<file path="src/rtl/car_motion_controller.sv">
// Single-car elevator motion controller: merges central assignments and
// in-car buttons into a pending-floor vector and sequences travel and door stops.
module car_motion_controller #(
  parameter int unsigned NUM_FLOORS    = 11,
  parameter int unsigned TRAVEL_CYCLES = 8,
  parameter int unsigned DOOR_CYCLES   = 16
) (
  input  logic                  clk,
  input  logic                  rst,
  input  logic                  assign_valid,
  input  logic [3:0]            assign_floor,
  input  logic [NUM_FLOORS-1:0] req_in_lift,
  output logic [3:0]            cur_floor,
  output logic [1:0]            motor_signal,
  output logic                  door_open,
  output logic                  served_valid,
  output logic [3:0]            served_floor,
  output logic                  assign_err
);

  localparam int unsigned FW  = 4;
  localparam int unsigned TCW = (TRAVEL_CYCLES > 1) ? $clog2(TRAVEL_CYCLES) : 1;
  localparam int unsigned DCW = (DOOR_CYCLES > 1) ? $clog2(DOOR_CYCLES) : 1;

  localparam logic [1:0] S_IDLE = 2'b00;
  localparam logic [1:0] S_UP   = 2'b01;
  localparam logic [1:0] S_DOWN = 2'b10;
  localparam logic [1:0] S_DOOR = 2'b11;

  localparam logic [1:0] MOTOR_STOP = 2'b00;
  localparam logic [1:0] MOTOR_UP   = 2'b01;
  localparam logic [1:0] MOTOR_DOWN = 2'b10;

  localparam logic [FW-1:0]  TOP_FLOOR   = FW'(NUM_FLOORS - 1);
  localparam logic [TCW-1:0] TRAVEL_LAST = TCW'(TRAVEL_CYCLES - 1);
  localparam logic [DCW-1:0] DOOR_LAST   = DCW'(DOOR_CYCLES - 1);

  // state and output registers
  logic [1:0]            r_state;
  logic [FW-1:0]         r_cur_floor;
  logic [NUM_FLOORS-1:0] r_pend;
  logic [TCW-1:0]        r_travel_cnt;
  logic [DCW-1:0]        r_door_cnt;
  logic                  r_dir_up;
  logic [1:0]            r_motor;
  logic                  r_door_open;
  logic                  r_served_valid;
  logic [FW-1:0]         r_served_floor;
  logic                  r_assign_err;

  // combinational request view and next-state values
  logic                  w_assign_ok;
  logic [NUM_FLOORS-1:0] w_assign_oh;
  logic [NUM_FLOORS-1:0] w_new;
  logic [NUM_FLOORS-1:0] w_pc;
  logic                  w_pc_cur;
  logic                  w_new_cur;
  logic                  w_gt_cur;
  logic                  w_lt_cur;
  logic                  w_ge_cur;
  logic                  w_le_cur;
  logic                  w_pc_up;
  logic                  w_gt_up;
  logic                  w_pc_dn;
  logic                  w_lt_dn;

  logic [1:0]            w_state_nxt;
  logic [FW-1:0]         w_floor_nxt;
  logic [TCW-1:0]        w_travel_nxt;
  logic [DCW-1:0]        w_door_nxt;
  logic                  w_dir_nxt;
  logic                  w_serve;
  logic [FW-1:0]         w_serve_floor;
  logic                  w_clear_en;
  logic [FW-1:0]         w_clear_floor;
  logic [NUM_FLOORS-1:0] w_pend_nxt;

  // Merge this cycle's assignment (if in range) with the car buttons.
  always_comb begin
    w_assign_ok = assign_valid && ({1'b0, assign_floor} < 5'(NUM_FLOORS));
    w_assign_oh = '0;
    for (int i = 0; i < int'(NUM_FLOORS); i++) begin
      w_assign_oh[i] = w_assign_ok && (assign_floor == FW'(i));
    end
    w_new = req_in_lift | w_assign_oh;
    w_pc  = r_pend | w_new;
  end

  // Summaries of pending requests relative to the current and adjacent floors.
  always_comb begin
    w_pc_cur  = 1'b0;
    w_new_cur = 1'b0;
    w_gt_cur  = 1'b0;
    w_lt_cur  = 1'b0;
    w_ge_cur  = 1'b0;
    w_le_cur  = 1'b0;
    w_pc_up   = 1'b0;
    w_gt_up   = 1'b0;
    w_pc_dn   = 1'b0;
    w_lt_dn   = 1'b0;
    for (int i = 0; i < int'(NUM_FLOORS); i++) begin
      if (i == int'(r_cur_floor))     w_pc_cur  = w_pc_cur  | w_pc[i];
      if (i == int'(r_cur_floor))     w_new_cur = w_new_cur | w_new[i];
      if (i >  int'(r_cur_floor))     w_gt_cur  = w_gt_cur  | w_pc[i];
      if (i <  int'(r_cur_floor))     w_lt_cur  = w_lt_cur  | w_pc[i];
      if (i >= int'(r_cur_floor))     w_ge_cur  = w_ge_cur  | w_pc[i];
      if (i <= int'(r_cur_floor))     w_le_cur  = w_le_cur  | w_pc[i];
      if (i == int'(r_cur_floor) + 1) w_pc_up   = w_pc_up   | w_pc[i];
      if (i >  int'(r_cur_floor) + 1) w_gt_up   = w_gt_up   | w_pc[i];
      if (i == int'(r_cur_floor) - 1) w_pc_dn   = w_pc_dn   | w_pc[i];
      if (i <  int'(r_cur_floor) - 1) w_lt_dn   = w_lt_dn   | w_pc[i];
    end
  end

  // Next-state, floor stepping, counters, service and pending-clear decisions.
  always_comb begin
    w_state_nxt   = r_state;
    w_floor_nxt   = r_cur_floor;
    w_travel_nxt  = r_travel_cnt;
    w_door_nxt    = r_door_cnt;
    w_dir_nxt     = r_dir_up;
    w_serve       = 1'b0;
    w_serve_floor = r_cur_floor;
    w_clear_en    = 1'b0;
    w_clear_floor = r_cur_floor;

    case (r_state)
      S_IDLE: begin
        w_travel_nxt = '0;
        if (w_pc_cur) begin
          w_state_nxt = S_DOOR;
          w_door_nxt  = '0;
          w_serve     = 1'b1;
          w_clear_en  = 1'b1;
        end else if (w_gt_cur && (r_cur_floor != TOP_FLOOR)) begin
          w_state_nxt = S_UP;
          w_dir_nxt   = 1'b1;
        end else if (w_lt_cur && (r_cur_floor != '0)) begin
          w_state_nxt = S_DOWN;
          w_dir_nxt   = 1'b0;
        end
      end

      S_UP: begin
        if (r_travel_cnt == TRAVEL_LAST) begin
          w_travel_nxt = '0;
          if (r_cur_floor != TOP_FLOOR) begin
            w_floor_nxt = r_cur_floor + 4'd1;
            if (w_pc_up) begin
              w_state_nxt   = S_DOOR;
              w_door_nxt    = '0;
              w_serve       = 1'b1;
              w_serve_floor = r_cur_floor + 4'd1;
              w_clear_en    = 1'b1;
              w_clear_floor = r_cur_floor + 4'd1;
            end else if (w_gt_up) begin
              w_state_nxt = S_UP;
            end else if (w_le_cur) begin
              w_state_nxt = S_DOWN;
              w_dir_nxt   = 1'b0;
            end else begin
              w_state_nxt = S_IDLE;
            end
          end else begin
            w_state_nxt = S_IDLE;
          end
        end else begin
          w_travel_nxt = r_travel_cnt + TCW'(1);
        end
      end

      S_DOWN: begin
        if (r_travel_cnt == TRAVEL_LAST) begin
          w_travel_nxt = '0;
          if (r_cur_floor != '0) begin
            w_floor_nxt = r_cur_floor - 4'd1;
            if (w_pc_dn) begin
              w_state_nxt   = S_DOOR;
              w_door_nxt    = '0;
              w_serve       = 1'b1;
              w_serve_floor = r_cur_floor - 4'd1;
              w_clear_en    = 1'b1;
              w_clear_floor = r_cur_floor - 4'd1;
            end else if (w_lt_dn) begin
              w_state_nxt = S_DOWN;
            end else if (w_ge_cur) begin
              w_state_nxt = S_UP;
              w_dir_nxt   = 1'b1;
            end else begin
              w_state_nxt = S_IDLE;
            end
          end else begin
            w_state_nxt = S_IDLE;
          end
        end else begin
          w_travel_nxt = r_travel_cnt + TCW'(1);
        end
      end

      S_DOOR: begin
        // a press for this floor never latches; it only holds the door
        w_clear_en = 1'b1;
        if (w_new_cur) begin
          w_door_nxt = '0;
          w_serve    = 1'b1;
        end else if (r_door_cnt == DOOR_LAST) begin
          w_door_nxt = '0;
          if (r_dir_up && w_gt_cur) begin
            w_state_nxt = S_UP;
          end else if (!r_dir_up && w_lt_cur) begin
            w_state_nxt = S_DOWN;
          end else if (w_gt_cur) begin
            w_state_nxt = S_UP;
            w_dir_nxt   = 1'b1;
          end else if (w_lt_cur) begin
            w_state_nxt = S_DOWN;
            w_dir_nxt   = 1'b0;
          end else begin
            w_state_nxt = S_IDLE;
          end
        end else begin
          w_door_nxt = r_door_cnt + DCW'(1);
        end
      end

      default: begin
        w_state_nxt = S_IDLE;
      end
    endcase
  end

  // Latch every new request except the floor being (or about to be) served.
  always_comb begin
    w_pend_nxt = w_pc;
    for (int i = 0; i < int'(NUM_FLOORS); i++) begin
      if (w_clear_en && (w_clear_floor == FW'(i))) w_pend_nxt[i] = 1'b0;
    end
  end

  // State, counters and registered outputs.
  always_ff @(posedge clk or negedge rst) begin
    if (!rst) begin
      r_state        <= S_IDLE;
      r_cur_floor    <= '0;
      r_pend         <= '0;
      r_travel_cnt   <= '0;
      r_door_cnt     <= '0;
      r_dir_up       <= 1'b1;
      r_motor        <= MOTOR_STOP;
      r_door_open    <= 1'b0;
      r_served_valid <= 1'b0;
      r_served_floor <= '0;
      r_assign_err   <= 1'b0;
    end else begin
      r_state        <= w_state_nxt;
      r_cur_floor    <= w_floor_nxt;
      r_pend         <= w_pend_nxt;
      r_travel_cnt   <= w_travel_nxt;
      r_door_cnt     <= w_door_nxt;
      r_dir_up       <= w_dir_nxt;
      r_motor        <= (w_state_nxt == S_UP)   ? MOTOR_UP :
                        (w_state_nxt == S_DOWN) ? MOTOR_DOWN : MOTOR_STOP;
      r_door_open    <= (w_state_nxt == S_DOOR);
      r_served_valid <= w_serve;
      if (w_serve) r_served_floor <= w_serve_floor;
      r_assign_err   <= assign_valid && !w_assign_ok;
    end
  end

  assign cur_floor    = r_cur_floor;
  assign motor_signal = r_motor;
  assign door_open    = r_door_open;
  assign served_valid = r_served_valid;
  assign served_floor = r_served_floor;
  assign assign_err   = r_assign_err;

endmodule
</file>
<file path="config.mk">
export PLATFORM = sky130hd
export DESIGN_NAME = car_motion_controller
export DESIGN_NICKNAME = d
export VERILOG_FILES = /design/src/rtl/car_motion_controller.sv
export SDC_FILE = /design/constraint.sdc
export NUM_CORES = 1
export LEC_CHECK = 0
export BUFFER_PORTS_ARGS = -buffer_cell sky130_fd_sc_hd__buf_4
export CAP_MARGIN = 20
export CORE_UTILIZATION = 62
export DETAILED_ROUTE_END_ITERATION = 6
export GPL_TIMING_DRIVEN = 1
export PLACE_DENSITY = 0.82
export SLEW_MARGIN = 15
export SYNTH_ARGS = -nofsm -noshare
export SYNTH_HDL_FRONTEND = slang
export SYNTH_SLANG_ARGS = --single-unit
</file>
<file path="constraint.sdc">
create_clock -name clk -period 4.28 [get_ports clk]
set_clock_uncertainty 0.1 [all_clocks]
set_input_delay 0 -clock clk [delete_from_list [all_inputs] [get_ports clk]]
set_output_delay 0 -clock clk [all_outputs]
set_load 0.03 [all_outputs]
</file>
Word-level counts from Yosys, hierarchy flattened
Index checks and enable logic that the tools add are counted.
{"block": "word_totals", "register_bits": 34, "word_cells": 500, "output_inout_bits": 13, "input_bits": 18}
{"block": "classes", "magnitude_cmp": 65, "n_eq_ne": 79, "bitwise_logic": 101, "n_addsub": 6, "muxes": 195, "n_reduce_logical": 43}
{"operator": "$mux W1", "count": 147}
{"operator": "$eq A4 B32 Y1 const A", "count": 4}
{"operator": "$gt A4 B32 Y1 const A", "count": 4}
{"operator": "$or A1 B1 Y1", "count": 99}
{"operator": "$eq A5 B32 Y1 const A", "count": 3}
{"operator": "$mux W4", "count": 19}
{"operator": "$eq A3 B32 Y1 const A", "count": 2}
{"operator": "$gt A3 B32 Y1 const A", "count": 2}
{"operator": "$gt A5 B32 Y1 const A", "count": 2}
{"operator": "$logic_not A32 Y1", "count": 2}
{"operator": "$mux W2", "count": 20}
{"operator": "$ne A2 B2 Y1 const B", "count": 18}
{"operator": "$eq A2 B32 Y1 const A", "count": 1}
{"operator": "$eq A4 B3 Y1 const B", "count": 8}
{"operator": "$gt A1 B32 Y1 const A", "count": 1}
{"operator": "$gt A2 B32 Y1 const A", "count": 1}
{"operator": "$eq A4 B4 Y1 const A", "count": 7}
{"operator": "$eq A4 B4 Y1 const B", "count": 7}
{"operator": "$logic_and A1 B1 Y1", "count": 28}
{"operator": "$or A11 B11 Y11", "count": 2}
{"operator": "$eq A4 B5 Y1 const A", "count": 4}
{"operator": "$lt A4 B5 Y1 const A", "count": 4}
{"operator": "$reduce_and A17 Y1", "count": 1}
{"operator": "$eq A4 B2 Y1 const B", "count": 4}
{"operator": "52 further kinds", "count": 99}

Longest topological paths before layout
Gate-level depths: netlist (run 1).
{"block": "depth", "ltp_word": 36, "ltp_mapped": 15, "ltp_nobuf": 13}

Least setup slack after synthesis (run 1)
No wires, ideal clock.
{"block": "synth_timing", "path_kind": "reg2reg", "from": "register r_cur_floor[0], in the netlist cur_floor[0]", "to": "register r_pend[6]", "n_path_buf": 1, "path_slack_ps": 503, "t_arrival_ps": 3530, "stages_incl_launch_ff": 14, "setup_ps": 147, "required_ps": 4033, "synth_period_minus_slack_ps": 3777, "path_cell_list": "dfrtp_1 clkinv_1 ha_1 clkbuf_1 and3b_1 a31oi_1 nor2b_1 ha_1 a2111oi_4 and3_1 nor3_1 o32ai_4 and2_2 a21oi_1"}
{"block": "synth_via", "elab_chain_cells": 30, "elab_cells_between_ends": 120}
{"element": "from (decl)", "line_no": "40", "text": "logic [FW-1:0] r_cur_floor;"}
{"element": "from (signal assigned)", "line_no": "256", "text": "r_cur_floor <= w_floor_nxt;"}
{"element": "$sub A4 B1 Y5 / $add A4 B1 Y5 (equally long branches)", "line_no": "110, 108"}
{"element": "$logic_not A32 Y1 (on tied branches)", "line_no": "110, 108"}
{"element": "$mux W1 (on tied branches)", "line_no": "110, 108"}
{"element": "$or A1 B1 Y1 (on tied branches)", "line_no": "110, 108"}
{"element": "$mux W1 (on tied branches)", "line_no": "110, 108"}
{"element": "$or A1 B1 Y1 (on tied branches)", "line_no": "110, 108"}
{"element": "$mux W1 (on tied branches)", "line_no": "110, 108"}
{"element": "$or A1 B1 Y1 (on tied branches)", "line_no": "110, 108"}
{"element": "(+15 left out)"}
{"element": "$mux W4 (on tied branches)", "line_no": "177, 149"}
{"element": "$mux W4 (on tied branches)", "line_no": "175, 147"}
{"element": "$mux W4 (on tied branches)", "line_no": "173, 145"}
{"element": "$pmux W4 S2", "line_no": "127", "text": "case (r_state)"}
{"element": "$eq A4 B3 Y1", "line_no": "236", "text": "if (w_clear_en && (w_clear_floor == FW'(i))) w_pend_nxt[i] = 1'b0;"}
{"element": "$logic_and A1 B1 Y1 *", "line_no": "236"}
{"element": "$mux W1 *", "line_no": "236"}
{"element": "net w_pend_nxt[6]", "line_no": "76", "text": "logic [NUM_FLOORS-1:0] w_pend_nxt;"}
{"element": "to (signal assigned)", "line_no": "257", "text": "r_pend <= w_pend_nxt;"}
{"element": "to (decl)", "line_no": "41", "text": "logic [NUM_FLOORS-1:0] r_pend;"}
Mark *: on every way through the listed nets, which the timed path passes. The rest lies on a longest branch.
A chain may end at the register's enable or synchronous reset.

Worst setup path after layout (run 1)
{"block": "layout_timing", "from": "register r_cur_floor[3], in the netlist cur_floor[3]", "to": "register r_pend[6]"}
The elaborated chain is that of the path after synthesis.

==> results of run 1 <==
==> repair_timing <==
item	in CTS	in global routing
endpoints found under the hold margin	38	0
setup buffers	0	0
hold buffers	7	0
==> cells by family (layout without fill, tap and decap cells) <==
kind of cell | after synthesis | count (layout) | share of synthesized area, %
AO/OA/AOI/OAI | 218 | 218 | 38.88
XOR/XNOR | 8 | 8 | 1.690
adder cells (fa/ha/maj) | 18 | 18 | 5.433
buffers and inverters | 57 | 83 | 6.218
flip-flops | 34 | 34 | 20.56
multiplexers | 8 | 8 | 2.052
AND/OR/NAND/NOR | 183 | 183 | 25.17
==> how the worst max path moves through the flow <==
| stage | startpoint | endpoint | slack, ns | cells after the start |
|---|---|---|---|---|
| floorplan | cur_floor[0] | r_pend[6] | 0.50 | 13 |
| global placement | cur_floor[1] | r_dir_up | 0.70 | 12 |
| detailed placement | cur_floor[0] | r_pend[9] | 0.57 | 11 |
| CTS | cur_floor[0] | r_pend[9] | 0.53 | 11 |
| global route | cur_floor[0] | r_pend[9] | 0.22 | 11 |
| finish | cur_floor[3] | r_pend[6] | 0.39 | 9 |
==> state kept, by name, summed over array words and instances (netlist names) <==
name,cells
assign_err,1
cur_floor,4
door_open,1
motor_signal,2
r_dir_up,1
r_door_cnt,4
r_pend,11
r_state,2
r_travel_cnt,3
served_floor,4
served_valid,1
==> cells in the mapped netlist (4+ instances only) <==
| cell | number | share of area (%) |
|---|---|---|
| nand3b_1 | 4 | 0.72 |
| and3_1 | 11 | 1.7 |
| and2_1 | 8 | 1.2 |
| a32oi_1 | 5 | 1.1 |
| nand2_1 | 33 | 3.0 |
| clkbuf_1 | 18 | 1.6 |
| nor2b_1 | 10 | 1.5 |
| buf_2 | 11 | 1.3 |
| nand3_1 | 15 | 1.8 |
| o211ai_1 | 4 | 0.72 |
| a2111oi_0 | 5 | 1.1 |
| xor2_1 | 4 | 0.85 |
| mux2i_1 | 4 | 0.97 |
| o22ai_1 | 7 | 1.1 |
| nand2b_1 | 12 | 1.8 |
| nor4_1 | 5 | 0.75 |
| nor3_1 | 13 | 1.6 |
| a21oi_1 | 43 | 5.2 |
| ha_1 | 18 | 5.4 |
| xnor2_1 | 4 | 0.85 |
| inv_1 | 19 | 1.7 |
| and3b_1 | 5 | 1.1 |
| a211oi_1 | 11 | 2.0 |
| a22oi_1 | 5 | 0.91 |
| a221oi_1 | 4 | 0.85 |
| nor2_1 | 34 | 3.1 |
| a21o_1 | 6 | 1.1 |
| a31oi_1 | 14 | 2.1 |
| a21boi_0 | 4 | 0.72 |
| o31ai_1 | 5 | 0.91 |
| nor3b_1 | 4 | 0.72 |
| o21ai_0 | 40 | 4.8 |
| or3_1 | 5 | 0.75 |
| buf_6 | 4 | 1.1 |
| a211o_1 | 7 | 1.5 |
| buf_1 | 4 | 0.36 |
| nor3b_2 | 4 | 1.2 |
| dfrtp_1 | 33 | 20 |
==> metal layers <==
metal  wire length, µm  track usage, %  share of wire (%)  vias up
met5                 0               0                  0        -
met4              1067           29.28                6.8        0
met3              1952           8.210                 12      119
met2              6938           69.11                 44      440
met1              5748           56.30                 37     2234
li1                  -               -                  -     2082
==> per-stage QoR <==
step	std cells	util [%]
2_1_floorplan	526	-
3_3_place_gp	614	69.40
3_5_place_dp	614	69.40
4_1_cts	629	72.65
5_1_grt	629	72.65
6_report	629	72.65
==> area by class of cell <==
class                           count  area share (%)
Clock buffer                        5           1.483
Clock inverter                      3           1.483
Inverter                           20           1.618
Multi-Input combinational cell    435           65.43
Sequential cell                    34           18.37
Tap cell                           77           2.077
Timing Repair Buffer               55           9.547
==> power by group through the flow <==
stage | Clock [µW] | Sequential [µW] | Combinational [µW]
after detailed placement | 0 | 474 | 1330
after CTS | 365 | 469 | 1360
after floorplan | 0 | 498 | 913
after global routing | 380 | 479 | 1500
final | 367 | 474 | 1430
after global placement | 0 | 466 | 1300
==> impl_metrics.csv, run 1 <==
group,metric,value,unit
timing,period_share,90.98,%
hold_path,min_delay_worst_type,"primary input to async pin",
critical_path,worstSetupEndpointType,"flip-flop",
power,totalPowerFinal,2274,µW
route,route.detailed.wl_per_inst,24.97,µm
clock_network,count_of_clock_tree_sinks,34,
global_routing,grt_antenna_before_repair,0,
synthesis,synth-edff-count,0,
die,die_area,7017,µm²
synthesis,synth_seq_area_share,20.56,%
synthesis,post_synth_num_cell_types,90,
clock_network,cts.clk_slew.worst_paths,0.09,ns
power,pwr-share-seq,20.8,%
cells_and_area,layout.filler_cells,489,
global_routing,first_global_vias,4587,
power,peakVddDrop,534.7,µV
critical_path,worst_path_dominant_cell_family,"simple AND/OR/NAND/NOR gates",
route,firstDrtPassIters,5,
timing,grt_setup_unrepaired,"no",
power,leakagePower,0.001802,µW
placed_design,detailed_place.area,4432,µm²
route,routed_wl,15.71,mm
timing,setup_violations,0,
route,vias,4875,
cells_and_area,antenna_cells,0,
die,fp-row-count,29,
critical_path,worstPathRequired,4.30,ns
clock_network,tritoncts_clock_tree,"built",
timing,max_freq,256.8,MHz
critical_path,worst_setup_path_start_kind,"flip-flop",
cells_and_area,nets,587,
clock_network,h-tree-depth,2,
die,die_w,83.77,µm
synthesis,syn-mean-instance-area,7.881,µm²
placed_design,place.gp.congestion,1.042,
placed_design,detailedPlacementHpwl,11.05,mm
synthesis,synthesis.area,4145,µm²
timing,timing.final.hold_violations,0,
critical_path,timing.critical_path.mode_cell,"a21oi_1",
placed_design,port_buffers,30,
cells_and_area,mostFrequentLayoutCell,"buf_4",
critical_path,setup.reg_to_reg.worst_slack,0.39,ns
die,fp.coreArea,6386,µm²
synthesis,synthCells,526,
critical_path,critical_path.max_fanout,26,
critical_path,slowest_delay,0.66,ns
synthesis,synth-async-reset-ratio,100.0,%
die,start_util,64.91,%
synthesis,flops_latches_synth,34,
route,drc_errors,0,
critical_path,critical_path_arrival,3.92,ns
power,share_comb_of_total_power,63.0,%
timing,max_slew_margin,20.63,%
die,die-height,83.77,µm
critical_path,worst_r2r_startpoint,"cur_floor[3]",
cells_and_area,layout.cells.most_common_list,"47 x buf_4, 43 x a21oi_1, 40 x o21ai_0, 34 x nor2_1",
route,vias_per_cell,7.750,
critical_path,criticalPathCategory,"flip-flop to flip-flop",
route,ant_nets,0,
timing,fin_crit,3.894,ns
placed_design,dpl_worst_slack,0.5722,ns
synthesis,synth_flop_cell,"dfrtp_1",
power,clock_power_share,16.2,%
cells_and_area,layout-area-overhead-vs-synth,11.92,%
critical_path,crit_path_cell_trace,"buf_12 > nor2_1 > a21oi_1 > or3_1 > a31oi_1 > nor3_1 > a21o_1 > nor3b_1 > a21oi_1",
flow_run,cap_viol_max_count,0,
run_status,outcome,"completed",
clock_network,clk-insertion-delay-late,0.31,ns
power,total_switching_power,1152,µW
synthesis,synth_nets,562,
power,cell_internal_pwr,1121,µW
clock_network,max-clock-path-buffers,2,
route,drt-initial-drc-count,937,
timing,setup_total_negative_slack,0,ns
timing,final_max_tran_viols,0,
cells_and_area,sequential_cell_area,852.1,µm²
timing,timing.hold.ws,0.07414,ns
global_routing,grt_ovf,0,
timing,worst-slew-pin-transition,1.180,ns
cells_and_area,post-route-cell-area,4639,µm²
critical_path,crit_slowest_cell,"dfrtp_1",
clock_network,cts_repair_resize_count,0,
global_routing,grt_max_degree,35,
global_routing,grt_first_pass_wirelength,24.29,mm
critical_path,timing.rr.end,"r_pend[6]",
cells_and_area,multiInputGateArea,3035,µm²
cells_and_area,drive_above_1_share,16.49,%
global_routing,groute.usage.overall,44.43,%
clock_network,numCtsBuffers,5,
critical_path,r2r_cells,9,
critical_path,worst-path-buf-inv,1,
clock_network,cts_root_cell,"clkbuf_8",
power,switching_share,50.68,%
power,powerDensity,490.1,nW/µm²
timing,worst_slack,0.3862,ns
synthesis,synth.yosys.warnings,0,
die,top_level_ports,31,
No activity file was read; power rests on OpenSTA's default activity.
==> run 2, diff against run 1 <==
- RECOVER_POWER: not set -> 25
==> impl_metrics.csv, run 2 (synthesis results as in run 1) <==
group,metric,value,unit
timing,fin_crit,3.886,ns
timing,max_freq,257.3,MHz
run_status,failing_checks,"capacitance limit, slew limit",
route,drt-initial-drc-count,934,
placed_design,place.gp.congestion,1.042,
power,peakVddDrop,531.6,µV
global_routing,groute.usage.overall,44.43,%
global_routing,grt_antenna_before_repair,0,
timing,worst_slack,0.3938,ns
hold_path,min_delay_worst_type,"primary input to flip-flop",
run_status,outcome,"finished with violations",
critical_path,worstPathRequired,4.30,ns
clock_network,cts.repair_timing.setup_buffer_count,0,
route,route.detailed.wl_per_inst,24.93,µm
clock_network,cts_root_cell,"clkbuf_8",
timing,grt_setup_unrepaired,"no",
timing,timing.final.hold_violations,0,
die,die-height,83.77,µm
global_routing,grt_ovf,0,
clock_network,tritoncts_clock_tree,"built",
global_routing,first_global_vias,4587,
route,drc_errors,0,
critical_path,worst_setup_path_start_kind,"flip-flop",
cells_and_area,largest_register_ffs,11,
critical_path,setup.reg_to_reg.worst_slack,0.39,ns
critical_path,criticalPathCategory,"flip-flop to flip-flop",
die,die_w,83.77,µm
critical_path,timing.critical_path.mode_cell,"a21oi_1",
placed_design,port_buffers,30,
critical_path,crit_path_cell_trace,"buf_12 > nor2_1 > a21oi_1 > or3_1 > a31oi_1 > nor3_1 > a21o_1 > nor3b_1 > a21oi_1",
clock_network,cts_repair_resize_count,0,
route,vias_per_cell,7.816,
timing,setup_total_negative_slack,0,ns
critical_path,slowest_delay,0.67,ns
timing,worst-slew-pin-transition,1.816,ns
timing,period_share,90.80,%
cells_and_area,layout-area-overhead-vs-synth,11.83,%
critical_path,critical_path_arrival,3.91,ns
cells_and_area,layout.cells.most_common_list,"46 x buf_4, 43 x a21oi_1, 40 x o21ai_0, 34 x nor2_1",
die,fp.coreArea,6386,µm²
clock_network,clk-insertion-delay-late,0.31,ns
placed_design,dpl_worst_slack,0.5722,ns
power,leakagePower,0.001798,µW
global_routing,grt_first_pass_wirelength,24.29,mm
cells_and_area,antenna_cells,0,
die,top_level_ports,31,
critical_path,worst-path-buf-inv,1,
clock_network,max-clock-path-buffers,2,
cells_and_area,max_flop_register,"r_pend",
cells_and_area,mostFrequentLayoutCell,"buf_4",
cells_and_area,drive_above_1_share,16.30,%
route,routed_wl,15.68,mm
clock_network,count_of_clock_tree_sinks,34,
route,firstDrtPassIters,5,
cells_and_area,nets,587,
cells_and_area,layout.filler_cells,491,
die,fp-row-count,29,
critical_path,worstSetupEndpointType,"flip-flop",
die,die_area,7017,µm²
placed_design,detailedPlacementHpwl,11.05,mm
die,start_util,64.91,%
route,ant_nets,0,
cells_and_area,post-route-cell-area,4636,µm²
power,powerDensity,489.6,nW/µm²
timing,max_slew_margin,-21.04,%
critical_path,critical_path.max_fanout,26,
global_routing,grt_max_degree,35,
flow_run,cap_viol_max_count,1,
placed_design,detailed_place.area,4432,µm²
power,totalPowerFinal,2270,µW
critical_path,crit_slowest_cell,"dfrtp_1",
timing,setup_violations,0,
clock_network,cts.clk_slew.worst_paths,0.09,ns
timing,final_max_tran_viols,35,
critical_path,worst_path_dominant_cell_family,"simple AND/OR/NAND/NOR gates",
clock_network,numCtsBuffers,5,
clock_network,h-tree-depth,2,
route,vias,4916,
-- run 2: area by class of cell --
| cell class | instances | area (µm²) | area share (%) |
|---|---|---|---|
| clock buffers | 5 | 68.82 | 1.484 |
| clock inverters | 3 | 68.82 | 1.484 |
| inverters | 20 | 75.07 | 1.619 |
| multi-input cells | 435 | 3035 | 65.48 |
| flip-flops and latches | 34 | 852.1 | 18.38 |
| well taps | 77 | 96.34 | 2.078 |
| repair buffers | 55 | 439.2 | 9.474 |
-- run 2: tightest hold or removal path, cell delays in order --
cell and delay (ns):
buf_4 0.11, a211oi_1 0.15, a21oi_1 0.15
-- run 2: where the power goes --
part | switching (µW) | internal (µW)
clock | 134 | 233
sequential | 80.0 | 395
combinational | 935 | 493
total | 1150 | 1120
-- run 2: path summary, 6_finish.rpt --
kind                                startpoint       endpoint  cells after the start
worst min register to register   r_door_cnt[3]  r_door_cnt[3]                      1
max in group asynchronous                  rst      r_pend[3]                      2
worst max-delay path              cur_floor[3]      r_pend[6]                      9
worst max register to register    cur_floor[3]      r_pend[6]                      9
min in group asynchronous                  rst   cur_floor[3]                      2
worst min-delay path            req_in_lift[4]      r_pend[4]                      3
-- run 2: through the flow --
stage	hold WS, ns	cells	util, %
5_1_grt	0.05325	629	72.59
4_1_cts	0.03012	629	72.65
3_5_place_dp	-0.1409	614	69.40
3_3_place_gp	-0.1459	614	69.40
2_1_floorplan	-0.3956	526	-
6_report	0.05442	629	72.59
-- run 2: what timing repair did --
item	in CTS	in global routing
endpoints found under the hold margin	38	0
setup endpoints to repair	0	0
hold buffers	7	0
-- run 2: metal layers --
layer,vias up,GRT usage [%],wire [µm]
met4,0,29.28,1021
met1,2270,56.30,5754
met5,-,0,0
li1,2085,-,-
met3,110,8.210,1903
met2,451,69.11,7004
